<file path="src/rtl/sevga_pkg.sv">
// sevga_pkg
//   Shared types for the SEVGA card's CPU-side VRAM logic: the read-back FSM
//   state enum, the VRAM word address type and the byte-lane mask type.
//   laneFromStrobes turns the active-low synchronized data strobes into a
//   lane mask.
package sevga_pkg;

  localparam int VRAM_AW = 15;

  typedef logic [VRAM_AW-1:0] vramAddr_t;

  // Bit LANE_HI = upper byte (UDS, chip 0), bit LANE_LO = lower byte (LDS, chip 1).
  typedef logic [1:0] laneMask_t;
  localparam int LANE_HI = 1;
  localparam int LANE_LO = 0;

  typedef enum logic [1:0] {
    IDLE  = 2'd0,
    RD_HI = 2'd1,
    RD_LO = 2'd2,
    ACK   = 2'd3
  } rbState_t;

  function automatic laneMask_t laneFromStrobes(input logic udsN, input logic ldsN);
    return {~udsN, ~ldsN};
  endfunction

endpackage

</file>
<file path="src/rtl/sevga_sync.sv">
// sevga_sync
//   Multi-bit, multi-stage synchronizer for asynchronous strobes, clocked on
//   the falling edge of pixClk like the rest of the CPU-side logic.
// Ports:
//   pixClk      in   pixel clock (falling edge active)
//   reset       in   synchronous active-high reset
//   resetValue  in   WIDTH  value every stage takes while reset is high
//   d           in   WIDTH  asynchronous inputs
//   q           out  WIDTH  synchronized outputs (last stage)
module sevga_sync #(
  parameter int WIDTH  = 1,
  parameter int STAGES = 2
) (
  input  logic             pixClk,
  input  logic             reset,
  input  logic [WIDTH-1:0] resetValue,
  input  logic [WIDTH-1:0] d,
  output logic [WIDTH-1:0] q
);

  logic [WIDTH-1:0] chain [STAGES];

  always_ff @(negedge pixClk) begin
    if (reset) begin
      for (int i = 0; i < STAGES; i++) chain[i] <= resetValue;
    end else begin
      chain[0] <= d;
      for (int i = 1; i < STAGES; i++) chain[i] <= chain[i-1];
    end
  end

  assign q = chain[STAGES-1];

endmodule

</file>
<file path="src/rtl/sevga_cpu_readback.sv">
// sevga_cpu_readback
//   68000 bus responder that answers CPU read cycles in a 64 KB diagnostic
//   window from VRAM. Reads one byte per requested lane (upper first), always
//   yielding VRAM to the video fetch, then holds nDTACK until AS negates.
// Ports:
//   pixClk       in   pixel clock, all logic on its falling edge
//   reset        in   synchronous active-high reset
//   cpuAddr      in   23  CPU address [23:1]
//   ncpuAS/UDS/LDS in  asynchronous active-low bus strobes
//   cpuRnW       in   1 = read
//   vidSlotBusy  in   video fetch owns VRAM this cycle
//   vramDataIn   in   8   VRAM read data
//   vramAddr     out  15  VRAM word address
//   nvramOE      out  VRAM read strobe
//   nvramCE0/1   out  high-byte / low-byte chip selects
//   vramReq      out  this block owns the VRAM address and strobes
//   cpuDataOut   out  16  read data to the CPU
//   cpuDataOE    out  CPU data bus driver enable
//   nDTACK       out  data acknowledge
//
// state | meaning
// IDLE  | waiting for a read hit in the window
// RD_HI | reading the upper byte from chip 0
// RD_LO | reading the lower byte from chip 1
// ACK   | driving data and nDTACK until AS negates
module sevga_cpu_readback
  import sevga_pkg::*;
#(
  parameter logic [7:0] WINDOW_BASE   = 8'hF4,
  parameter int         ACCESS_CYCLES = 1,
  parameter int         SYNC_STAGES   = 2
) (
  input  logic               pixClk,
  input  logic               reset,
  input  logic [23:1]        cpuAddr,
  input  logic               ncpuAS,
  input  logic               ncpuUDS,
  input  logic               ncpuLDS,
  input  logic               cpuRnW,
  input  logic               vidSlotBusy,
  input  logic [7:0]         vramDataIn,
  output logic [VRAM_AW-1:0] vramAddr,
  output logic               nvramOE,
  output logic               nvramCE0,
  output logic               nvramCE1,
  output logic               vramReq,
  output logic [15:0]        cpuDataOut,
  output logic               cpuDataOE,
  output logic               nDTACK
);

  localparam logic [1:0] CNT_LOAD = 2'(ACCESS_CYCLES - 1);

  logic [2:0] strobeS;
  logic       asS, udsS, ldsS;

  sevga_sync #(
    .WIDTH (3),
    .STAGES(SYNC_STAGES)
  ) uStrobeSync (
    .pixClk    (pixClk),
    .reset     (reset),
    .resetValue(3'b111),
    .d         ({ncpuAS, ncpuUDS, ncpuLDS}),
    .q         (strobeS)
  );

  assign {asS, udsS, ldsS} = strobeS;

  rbState_t  state;
  logic [1:0] accCnt;   // down-counter, byte done at terminal count zero
  laneMask_t laneReq;
  logic      hit, rdActive, freeCycle, byteDone;

  assign hit = !asS && cpuRnW && (cpuAddr[23:16] == WINDOW_BASE) && (!udsS || !ldsS);

  assign rdActive  = (state == RD_HI) || (state == RD_LO);
  // Strobes also drop as soon as AS negates so an aborted cycle leaves VRAM at once.
  assign freeCycle = rdActive && !asS && !vidSlotBusy;
  assign byteDone  = freeCycle && (accCnt == 2'd0);

  assign vramReq   = rdActive;
  assign nvramOE   = !freeCycle;
  assign nvramCE0  = !(freeCycle && (state == RD_HI) && laneReq[LANE_HI]);
  assign nvramCE1  = !(freeCycle && (state == RD_LO) && laneReq[LANE_LO]);
  assign nDTACK    = (state != ACK);
  assign cpuDataOE = (state == ACK);

  always_ff @(negedge pixClk) begin
    if (reset) begin
      state      <= IDLE;
      accCnt     <= CNT_LOAD;
      laneReq    <= '0;
      vramAddr   <= '0;
      cpuDataOut <= 16'hFFFF;
    end else begin
      unique case (state)
        IDLE: begin
          if (hit) begin
            vramAddr   <= cpuAddr[15:1];
            laneReq    <= laneFromStrobes(udsS, ldsS);
            cpuDataOut <= 16'hFFFF;   // unrequested lane reads back as FF
            accCnt     <= CNT_LOAD;
            state      <= udsS ? RD_LO : RD_HI;
          end
        end
        RD_HI, RD_LO: begin
          if (asS) begin
            accCnt <= CNT_LOAD;
            state  <= IDLE;
          end else if (vidSlotBusy) begin
            accCnt <= CNT_LOAD;       // video stole the slot: restart this byte
          end else if (byteDone) begin
            accCnt <= CNT_LOAD;
            if (state == RD_HI) begin
              cpuDataOut[15:8] <= vramDataIn;
              state            <= laneReq[LANE_LO] ? RD_LO : ACK;
            end else begin
              cpuDataOut[7:0] <= vramDataIn;
              state           <= ACK;
            end
          end else begin
            accCnt <= accCnt - 2'd1;
          end
        end
        ACK: begin
          if (asS) state <= IDLE;
        end
        default: state <= IDLE;
      endcase
    end
  end

endmodule

</file>
<file path="config.mk">
export PLATFORM = sky130hd
export DESIGN_NAME = sevga_cpu_readback
export DESIGN_NICKNAME = d
export VERILOG_FILES = /design/src/rtl/sevga_pkg.sv /design/src/rtl/sevga_sync.sv /design/src/rtl/sevga_cpu_readback.sv
export SDC_FILE = /design/constraint.sdc
export NUM_CORES = 1
export LEC_CHECK = 0
export BUFFER_PORTS_ARGS = -buffer_cell sky130_fd_sc_hd__buf_2
export CORE_UTILIZATION = 35
export CTS_CLUSTER_SIZE = 40
export DETAILED_ROUTE_END_ITERATION = 6
export PLACE_DENSITY_LB_ADDON = 0.2
export SYNTH_ARGS = -nofsm -noshare
export SYNTH_HDL_FRONTEND = slang
export SYNTH_SLANG_ARGS = --single-unit
</file>
<file path="constraint.sdc">
create_clock -name pixClk -period 2 [get_ports pixClk]
set_clock_uncertainty 0.2 [all_clocks]
set_input_delay 0.1 -clock pixClk [delete_from_list [all_inputs] [get_ports pixClk]]
set_output_delay 0.1 -clock pixClk [all_outputs]
set_load 0.05 [all_outputs]
</file>
==> results.cfg, run 1 <==
[outcome]
status = finished with violations
violations = setup timing

[global_route]
antenna_found_initial = 0
grt_usage = 0.2027
grt_remaining_overflow = 0
grt_pass1_wl_um = 9722
first_global_vias = 2113
grt_max_degree = 26

[route]
wire_per_inst_um = 14.20
via_per_inst = 5.037
drtIter0Drc = 99
vias = 2292
routed_wl_um = 6460
ant_nets = 0
firstDrtPassIters = 4
drc = 0

[power]
p_leak_nw = 1.774
peakVddDrop_v = 0.0005214
power_mw = 3.543
power_density_mw_per_mm2 = 897.1

[critical_path]
slowest_delay_ps = 330
rr_worst_depth = 12
start_kind = flop
crit_cells = 6
cp_common_cell = buf_6
crit_type = flop to output pin
critPathMaxFanout = 2
cp_top_family = buffers and inverters
crit_slowest_cell = dfxtp_2
worst-path-buf-inv = 3
end_kind = output pin
cp.required_ps = 1700
crit_arrival_ps = 2590
path_cells = inv_2 -> ha_4 -> nor3b_4 -> buf_6 -> nand3_4 -> buf_6

[synthesis]
synth_nets = 258
synth_edf_count = 0
synthCells = 215
synth_seq_area_share = 0.4346
syn_avg_cell_area_um2 = 9.212
synth_cell_type_count = 35
synth_warnings = 0
syn_area_mm2 = 0.001981
yosys_most_used_dff = dfxtp_1
async_flop_share = 0
synth-seq-cells = 43

[placement]
dpl.cell_count = 375
hpwlAfterDp_um = 3567
gp_congestion = 0.7421
placedInstanceArea_mm2 = 0.002755
io_buffers = 74
place_ws_ps = -734.8

[clocking]
root_buffer = clkbuf_8
clk_latency_ps = 360
cts_tree = yes
clock_sinks = 43
h-tree-depth = 2
cts.clk_slew.worst_paths_ps = 40
cts_buffers = 5
clock_path_buffers = 2

[floorplanning]
die_h_um = 77.23
core_area_mm2 = 0.005473
die_w_um = 77.23
io_pins = 75
start_util = 0.3619
row_count = 27
dieArea_mm2 = 0.005964

[finish]
drive_gt1_frac = 0.6240
n_antenna_cell = 0
design_area_mm2 = 0.003949
nNetsFinal = 426
area_growth_pct = 99.37
final_cell_count_no_fill = 455
fill_cells = 401

[timing]
rsz0062_at_grt = true
relSlewSlack = 0.7483
worst_pin_slew_ps = 377.5
hold_violations = 0
fin_ws_ps = -890.5
setup_viol = 74
holdWs_ps = 203.1
drv_slew = 0

[run]
max_cap_viol_count = 0

[min_path]
holdPathStages = 1
hold_class = flop to flop
-- stage by stage --
| stage | TNS (ps) | util |
|---|---|---|
| finish | -17340 | 0.7215 |
| global placement | -23680 | 0.5034 |
| global route | -20890 | 0.7215 |
| detailed placement | -25540 | 0.5034 |
| floorplan | -16670 | - |
| CTS | -16620 | 0.6852 |
-- final cells by class --
cell class / count / area (um^2) / area share
repair buffers: 136 / 1400 / 0.3546
inverters: 7 / 32.53 / 0.008238
clock buffers: 5 / 68.82 / 0.01743
multi-input cells: 147 / 1254 / 0.3175
well taps: 72 / 90.09 / 0.02281
clock inverters: 45 / 196.4 / 0.04975
flip-flops and latches: 43 / 907.1 / 0.2297
-- timing repair --
item | CTS | global route
cloned | 4 | 0
pin swaps | 23 | 11
hold buffers | 0 | 0
buffers inserted | 17 | 11
endpoints found under the setup margin | 74 | 74
gates resized for setup | 166 | 33
-- cells in the final DEF (no fill, tap or decap), types with 9 or more instances in the layout --
| cell type | n |
|---|---|
| a21oi_1 | 17 |
| inv_1 | 46 |
| buf_8 | 31 |
| dfxtp_1 | 10 |
| nand3_2 | 10 |
| dfxtp_2 | 31 |
| buf_6 | 17 |
| mux2i_1 | 10 |
| a21oi_2 | 10 |
| o21ai_1 | 9 |
| buf_4 | 42 |
| o21ai_2 | 15 |
| buf_2 | 35 |
| nor2_1 | 9 |
-- metal layers --
layer | routed length (um) | track usage | vias to the layer above
li1 | - | - | 1113
met1 | 2779 | 0.2516 | 1099
met2 | 3311 | 0.3212 | 74
met3 | 308 | 0.06786 | 6
met4 | 61 | 0.07925 | 0
met5 | 0 | 0 | -
-- cells by family after synthesis --
family / Yosys count / synth area share
flip-flops: 43 / 0.4346
multiplexers: 11 / 0.05559
AND/OR/NAND/NOR: 66 / 0.2249
AO/OA/AOI/OAI: 65 / 0.1921
buffers and inverters: 25 / 0.06127
adder cells (fa/ha/maj): 5 / 0.03159
-- cell usage after synthesis (2+ instances only) --
cell      number  share of area
and4_1         2         0.0088
nor3b_1        8          0.030
nor2_1         9          0.017
and4b_1        8          0.040
o211a_1        2          0.010
nand2_1        3         0.0057
nor2b_1        3         0.0095
buf_4          4          0.015
ha_1           5          0.032
nand2b_1       2         0.0063
a21oi_1       27          0.068
clkbuf_1      11          0.021
o21ai_0       20          0.051
inv_1          8          0.015
a211o_1        2         0.0088
nand3_1       17          0.043
mux2i_1       11          0.056
dfxtp_1       43           0.43
or2_2          6          0.019
o21ai_1        8          0.020
or3_1          2         0.0063
-- final timing paths --
check | to | start | slack [ps]
worst max-delay path | nvramCE1 | state[0] | -890
worst min-delay path | uStrobeSync.chain[0][3] | uStrobeSync.chain[0][0] | 200
worst max register to register | cpuDataOut[6] | state[0] | -250
worst min register to register | uStrobeSync.chain[0][3] | uStrobeSync.chain[0][0] | 200
-- power breakdown --
group	total, mW	internal, mW	switching, mW
Sequential	0.899	0.884	0.0149
Clock	0.995	0.475	0.520
Combinational	1.65	0.920	0.728
Total	3.54	2.28	1.26
-- flip-flops by register name, indices dropped and copies added (netlist names) --
name               count
vramAddr              15
laneReq                2
state                  2
accCnt                 2
cpuDataOut            16
uStrobeSync.chain      6
No activity file was read; power rests on OpenSTA's default activity.
==> run 2: changes to the inputs <==
--- a/config.mk
+++ b/config.mk
@@ -6,7 +6,7 @@
 export NUM_CORES = 1
 export LEC_CHECK = 0
 export BUFFER_PORTS_ARGS = -buffer_cell sky130_fd_sc_hd__buf_2
-export CORE_UTILIZATION = 35
+export CORE_UTILIZATION = 44
 export CTS_CLUSTER_SIZE = 40
 export DETAILED_ROUTE_END_ITERATION = 6
 export PLACE_DENSITY_LB_ADDON = 0.2
==> run 2 against run 1 <==
  * The run still ends with setup timing left
  * Sequential cell count did not move
  * Critical path depth is the same
  * Sequential power about the same
  * Via count up 19%
  * Sequential share of layout area down 1.1 points
  * Critical endpoint is now nvramCE0
==> results.cfg, run 2 (synthesis gave the netlist of run 1 again) <==
[outcome]
status = finished with violations
violations = setup timing

[finish]
largest-register = cpuDataOut
multiInputGateArea_mm2 = 0.001403
layout_commonest_cell = buf_4
final_cell_count_no_fill = 448
drive_gt1_frac = 0.6717
design_area_mm2 = 0.004177
nNetsFinal = 438
n_antenna_cell = 0
largest_reg_flops = 16
area_growth_pct = 110.9
fill_cells = 98
final_cell_mix = 55 x buf_4, 47 x inv_1, 33 x buf_2, 31 x buf_8, 29 x dfxtp_2
register_area_um2 = 912.1
largestRegisters = cpuDataOut x16, vramAddr x15, uStrobeSync.chain x6
final_util = 0.9592

[global_route]
grt_remaining_overflow = 0
grt_max_degree = 20
antenna_found_initial = 0
first_global_vias = 2630
grt_usage = 0.3311
grt_pass1_wl_um = 12330

[power]
peakVddDrop_v = 0.0007514
power_density_mw_per_mm2 = 932.3
p_leak_nw = 1.860

[critical_path]
cp_top_family = buffers and inverters
crit_type = flop to output pin
critPathMaxFanout = 4
crit_slowest_cell = dfxtp_2
end_kind = output pin
start_kind = flop
cp.required_ps = 1700
path_cells = inv_2 -> ha_4 -> nor3b_4 -> buf_6 -> nand3_4 -> buf_6
worst-path-buf-inv = 3
crit_arrival_ps = 2690
r2r_setup_slack_ps = -420
slowest_delay_ps = 360
cp_common_cell = buf_6

[placement]
io_buffers = 74
hpwlAfterDp_um = 3515
gp_congestion = 0.7614
dpl.cell_count = 357
placedInstanceArea_mm2 = 0.002708

[clocking]
cts_tree = yes
clock_path_buffers = 2
cts_buffers = 5
clk_latency_ps = 420
h-tree-depth = 2
clock_sinks = 43
root_buffer = clkbuf_8
cts.clk_slew.worst_paths_ps = 70

[route]
routed_wl_um = 10730
drc = 0
wire_per_inst_um = 23.96
drtIter0Drc = 268
vias = 2737
ant_nets = 0
firstDrtPassIters = 5
via_per_inst = 6.109

[floorplanning]
row_count = 24
io_pins = 75
core_area_mm2 = 0.004354
dieArea_mm2 = 0.004774
die_h_um = 69.10
start_util = 0.4549
die_w_um = 69.10

[timing]
fin_ws_ps = -990.5
setup_viol = 74
rsz0062_at_grt = true
relSlewSlack = 0.6865
drv_slew = 0
hold_violations = 0
worst_pin_slew_ps = 468.2

[min_path]
hold_class = flop to flop

[run]
max_cap_viol_count = 0
-- run 2: worst paths after layout --
kind | start | end | cells past startpoint
min | uStrobeSync.chain[0][1] | uStrobeSync.chain[0][4] | 1
max | state[1] | nvramCE0 | 6
max reg2reg | state[1] | cpuDataOut[10] | 11
min reg2reg | uStrobeSync.chain[0][1] | uStrobeSync.chain[0][4] | 1
-- run 2: cell type report --
type | count | share of cell area
clock inverters | 46 | 0.04883
flip-flops and latches | 43 | 0.2184
repair buffers | 148 | 0.3571
multi-input cells | 147 | 0.3358
well taps | 52 | 0.01558
inverters | 7 | 0.007789
clock buffers | 5 | 0.01648
-- run 2: power breakdown --
group          internal, mW  total, mW  switching [mW]
Combinational         0.872       1.80           0.925
Sequential            0.878      0.898          0.0206
Clock                 0.486       1.20           0.712
Total                  2.24       3.89            1.66
-- run 2: stage by stage --
step | total power [mW] | hold WS [ps] | setup slack, ps | setup TNS, ps
floorplan | 1.713 | 189.5 | -862.7 | -16670
global placement | 2.080 | 192.7 | -628.6 | -24260
detailed placement | 2.089 | 194.1 | -655.8 | -25290
CTS | 3.385 | 197.6 | -865.1 | -16470
global route | 4.013 | 219.8 | -1001 | -23710
finish | 3.894 | 201.4 | -990.5 | -22350
-- run 2: timing repair --
item,in CTS,in global routing
pin swaps,28,11
cloned,3,0
hold endpoints to repair,0,0
setup buffers,21,18
hold buffers,0,0
setup endpoints to repair,74,74
resized for setup,187,52
-- run 2: per-layer routing --
metal	routed length (um)	share of wire	GRT usage	up-vias
met2	5332	0.50	0.5426	234
met4	598	0.056	0.1950	0
met3	893	0.083	0.1140	57
met1	3910	0.36	0.3699	1304
li1	-	-	-	1142
met5	0	0	0	-
-- run 2: worst register-to-register path, cell delays in order, from the launching register on --
cell and delay, ps:
dfxtp_2 360, inv_2 60, ha_4 240, buf_4 130, buf_6 120, buf_12 120
buf_12 140, nor2b_1 140, o211ai_1 400, nor2_4 70, buf_12 160, mux2i_1 180
==> run 3: changes to the inputs <==
--- a/config.mk
+++ b/config.mk
@@ -6,7 +6,7 @@
 export NUM_CORES = 1
 export LEC_CHECK = 0
 export BUFFER_PORTS_ARGS = -buffer_cell sky130_fd_sc_hd__buf_2
-export CORE_UTILIZATION = 44
+export CORE_UTILIZATION = 48
 export CTS_CLUSTER_SIZE = 40
 export DETAILED_ROUTE_END_ITERATION = 6
 export PLACE_DENSITY_LB_ADDON = 0.2
==> constraint.sdc (replaced) <==
create_clock -name pixClk -period 2.8 [get_ports pixClk]
set_clock_uncertainty 0.2 [all_clocks]
set_input_delay 0.14 -clock pixClk [delete_from_list [all_inputs] [get_ports pixClk]]
set_output_delay 0.14 -clock pixClk [all_outputs]
set_load 0.05 [all_outputs]
==> run 3 against run 2 <==
  * The run still ends with setup timing left
  * Utilization is 16 points lower
  * Clock-buffer cell count unchanged
  * First-iteration DRC count shrank 66%
  * Cell area decreased by 28%
  * Sequential power fell by 28%
  * Cell count shrank 11%
  * Die area down 8.1%
  * Total power down 43%
  * Worst hold slack better by 5.0 ps
  * Wire length is 49% lower
==> results.cfg, run 3 (synthesis gave the netlist of run 1 again) <==
[power]
power_density_mw_per_mm2 = 729.6
peakVddDrop_v = 0.0005583
p_sw_frac = 0.3702
p_seq_frac = 0.291
combPwrFrac = 0.380
p_leak_nw = 1.439
power.switching_mw = 0.8178
internal-power_mw = 1.391
clockPowerShare = 0.329

[route]
drtIter0Drc = 91
routed_wl_um = 5507
top_layer = met4
met1_length_um = 2480
drc = 0
via_per_inst = 5.380
wl_met3_um = 320
ant_nets = 0
firstDrtPassIters = 4
met2WireLength_um = 2610
vias = 2136
wire_per_inst_um = 13.87

[timing]
hold_violations = 0
worst_pin_slew_ps = 375.4
fin_ws_ps = -577.6
relSlewSlack = 0.7497
rsz0062_at_grt = true
drv_slew = 0
setup_viol = 6
tns_ps = -2405

[min_path]
holdPathStages = 1
hp-start = uStrobeSync.chain[0][0]
hold_path_end = uStrobeSync.chain[0][3]
hold_class = flop to flop

[critical_path]
r2r-start = state[1]
crit_slowest_cell = dfxtp_2
reg2reg_to = cpuDataOut[0]
worst-path-buf-inv = 3
start_kind = flop
crit_type = flop to output pin
end_kind = output pin
critPathMaxFanout = 4
r2r_setup_slack_ps = 460
crit_arrival_ps = 3040
cp.required_ps = 2460
rr_worst_depth = 11
slowest_delay_ps = 340
crit_cells = 6
cp_top_family = buffers and inverters
cp_common_cell = buf_6
path_cells = inv_2 -> ha_4 -> nor3b_4 -> buf_6 -> nand3_4 -> buf_6

[run]
max_cap_viol_count = 0

[floorplanning]
dieArea_mm2 = 0.004387
die_h_um = 66.24
io_pins = 75
start_util = 0.5214
core_area_mm2 = 0.003799
die_w_um = 66.24
row_count = 22

[global_route]
first_global_vias = 1999
grt_pass1_wl_um = 8604
grt_remaining_overflow = 0
antenna_found_initial = 0
grt_usage = 0.2550
grt_max_degree = 23

[finish]
largest_reg_flops = 16
largest-register = cpuDataOut
nNetsFinal = 391
n_antenna_cell = 0
fill_cells = 247
drive_gt1_frac = 0.3811
register_area_um2 = 863.3
largestRegisters = cpuDataOut x16, vramAddr x15, uStrobeSync.chain x6
final_cell_mix = 68 x buf_2, 46 x inv_1, 41 x dfxtp_1, 27 x a21oi_1
final_util = 0.7971
design_area_mm2 = 0.003028
layout_commonest_cell = buf_2
area_growth_pct = 52.87
multiInputGateArea_mm2 = 0.001059

[outcome]
status = finished with violations
violations = setup timing

[clocking]
cts_buffers = 5
h-tree-depth = 2
cts.clk_slew.worst_paths_ps = 50
cts_tree = yes
root_buffer = clkbuf_8
clock_sinks = 43
clock_path_buffers = 2
clk_latency_ps = 370

[placement]
io_buffers = 74
hpwlAfterDp_um = 3250
place_ws_ps = -263.8
gp_congestion = 0.7640
placedInstanceArea_mm2 = 0.002571
## run 3: cell type report
class | instances | area share
timing repair buffer | 101 | 0.2450
tap | 48 | 0.01983
clock inverter | 46 | 0.06694
sequential | 43 | 0.2851
inverter | 7 | 0.01074
multi-input combinational | 147 | 0.3496
clock buffer | 5 | 0.02273
## run 3: through the flow
stage          hold slack, ps  cells  total power [mW]
3_5_place_dp            201.5    338             1.416
6_report                206.3    397             2.209
3_3_place_gp            192.2    338             1.414
4_1_cts                 210.0    394             2.191
5_1_grt                 211.6    397             2.347
2_1_floorplan           189.5    215             1.194
## run 3: worst max-delay path by stage
stage / from / endpoint / slack [ps]
global placement: cpuAddr[19] / cpuDataOut[3] / -240
CTS: state[1] / nvramCE0 / -540
global route: state[1] / nvramCE0 / -630
detailed placement: cpuAddr[19] / cpuDataOut[8] / -260
finish: state[1] / nvramCE0 / -580
floorplan: state[0] / nvramOE / -500
## run 3: power by group through the flow
| stage | Combinational, mW | Sequential [mW] | Clock, mW |
|---|---|---|---|
| after floorplan | 0.432 | 0.667 | 0.0958 |
| after CTS | 0.801 | 0.642 | 0.749 |
| after global placement | 0.667 | 0.651 | 0.0958 |
| final | 0.839 | 0.643 | 0.727 |
| after global routing | 0.882 | 0.641 | 0.823 |
| after detailed placement | 0.670 | 0.651 | 0.0958 |
## run 3: metal layers
metal	up-vias	global-route usage
met5	-	0
met4	0	0.1543
met3	10	0.08793
met2	85	0.4043
met1	1003	0.2929
li1	1038	-
## run 3: repair_timing
item,in CTS,in global routing
gates cloned,1,0
endpoints found under the setup margin,6,6
buffers inserted,5,4
resized for setup,26,2
hold buffers,0,0
pin swaps,0,2
endpoints found under the hold margin,0,0
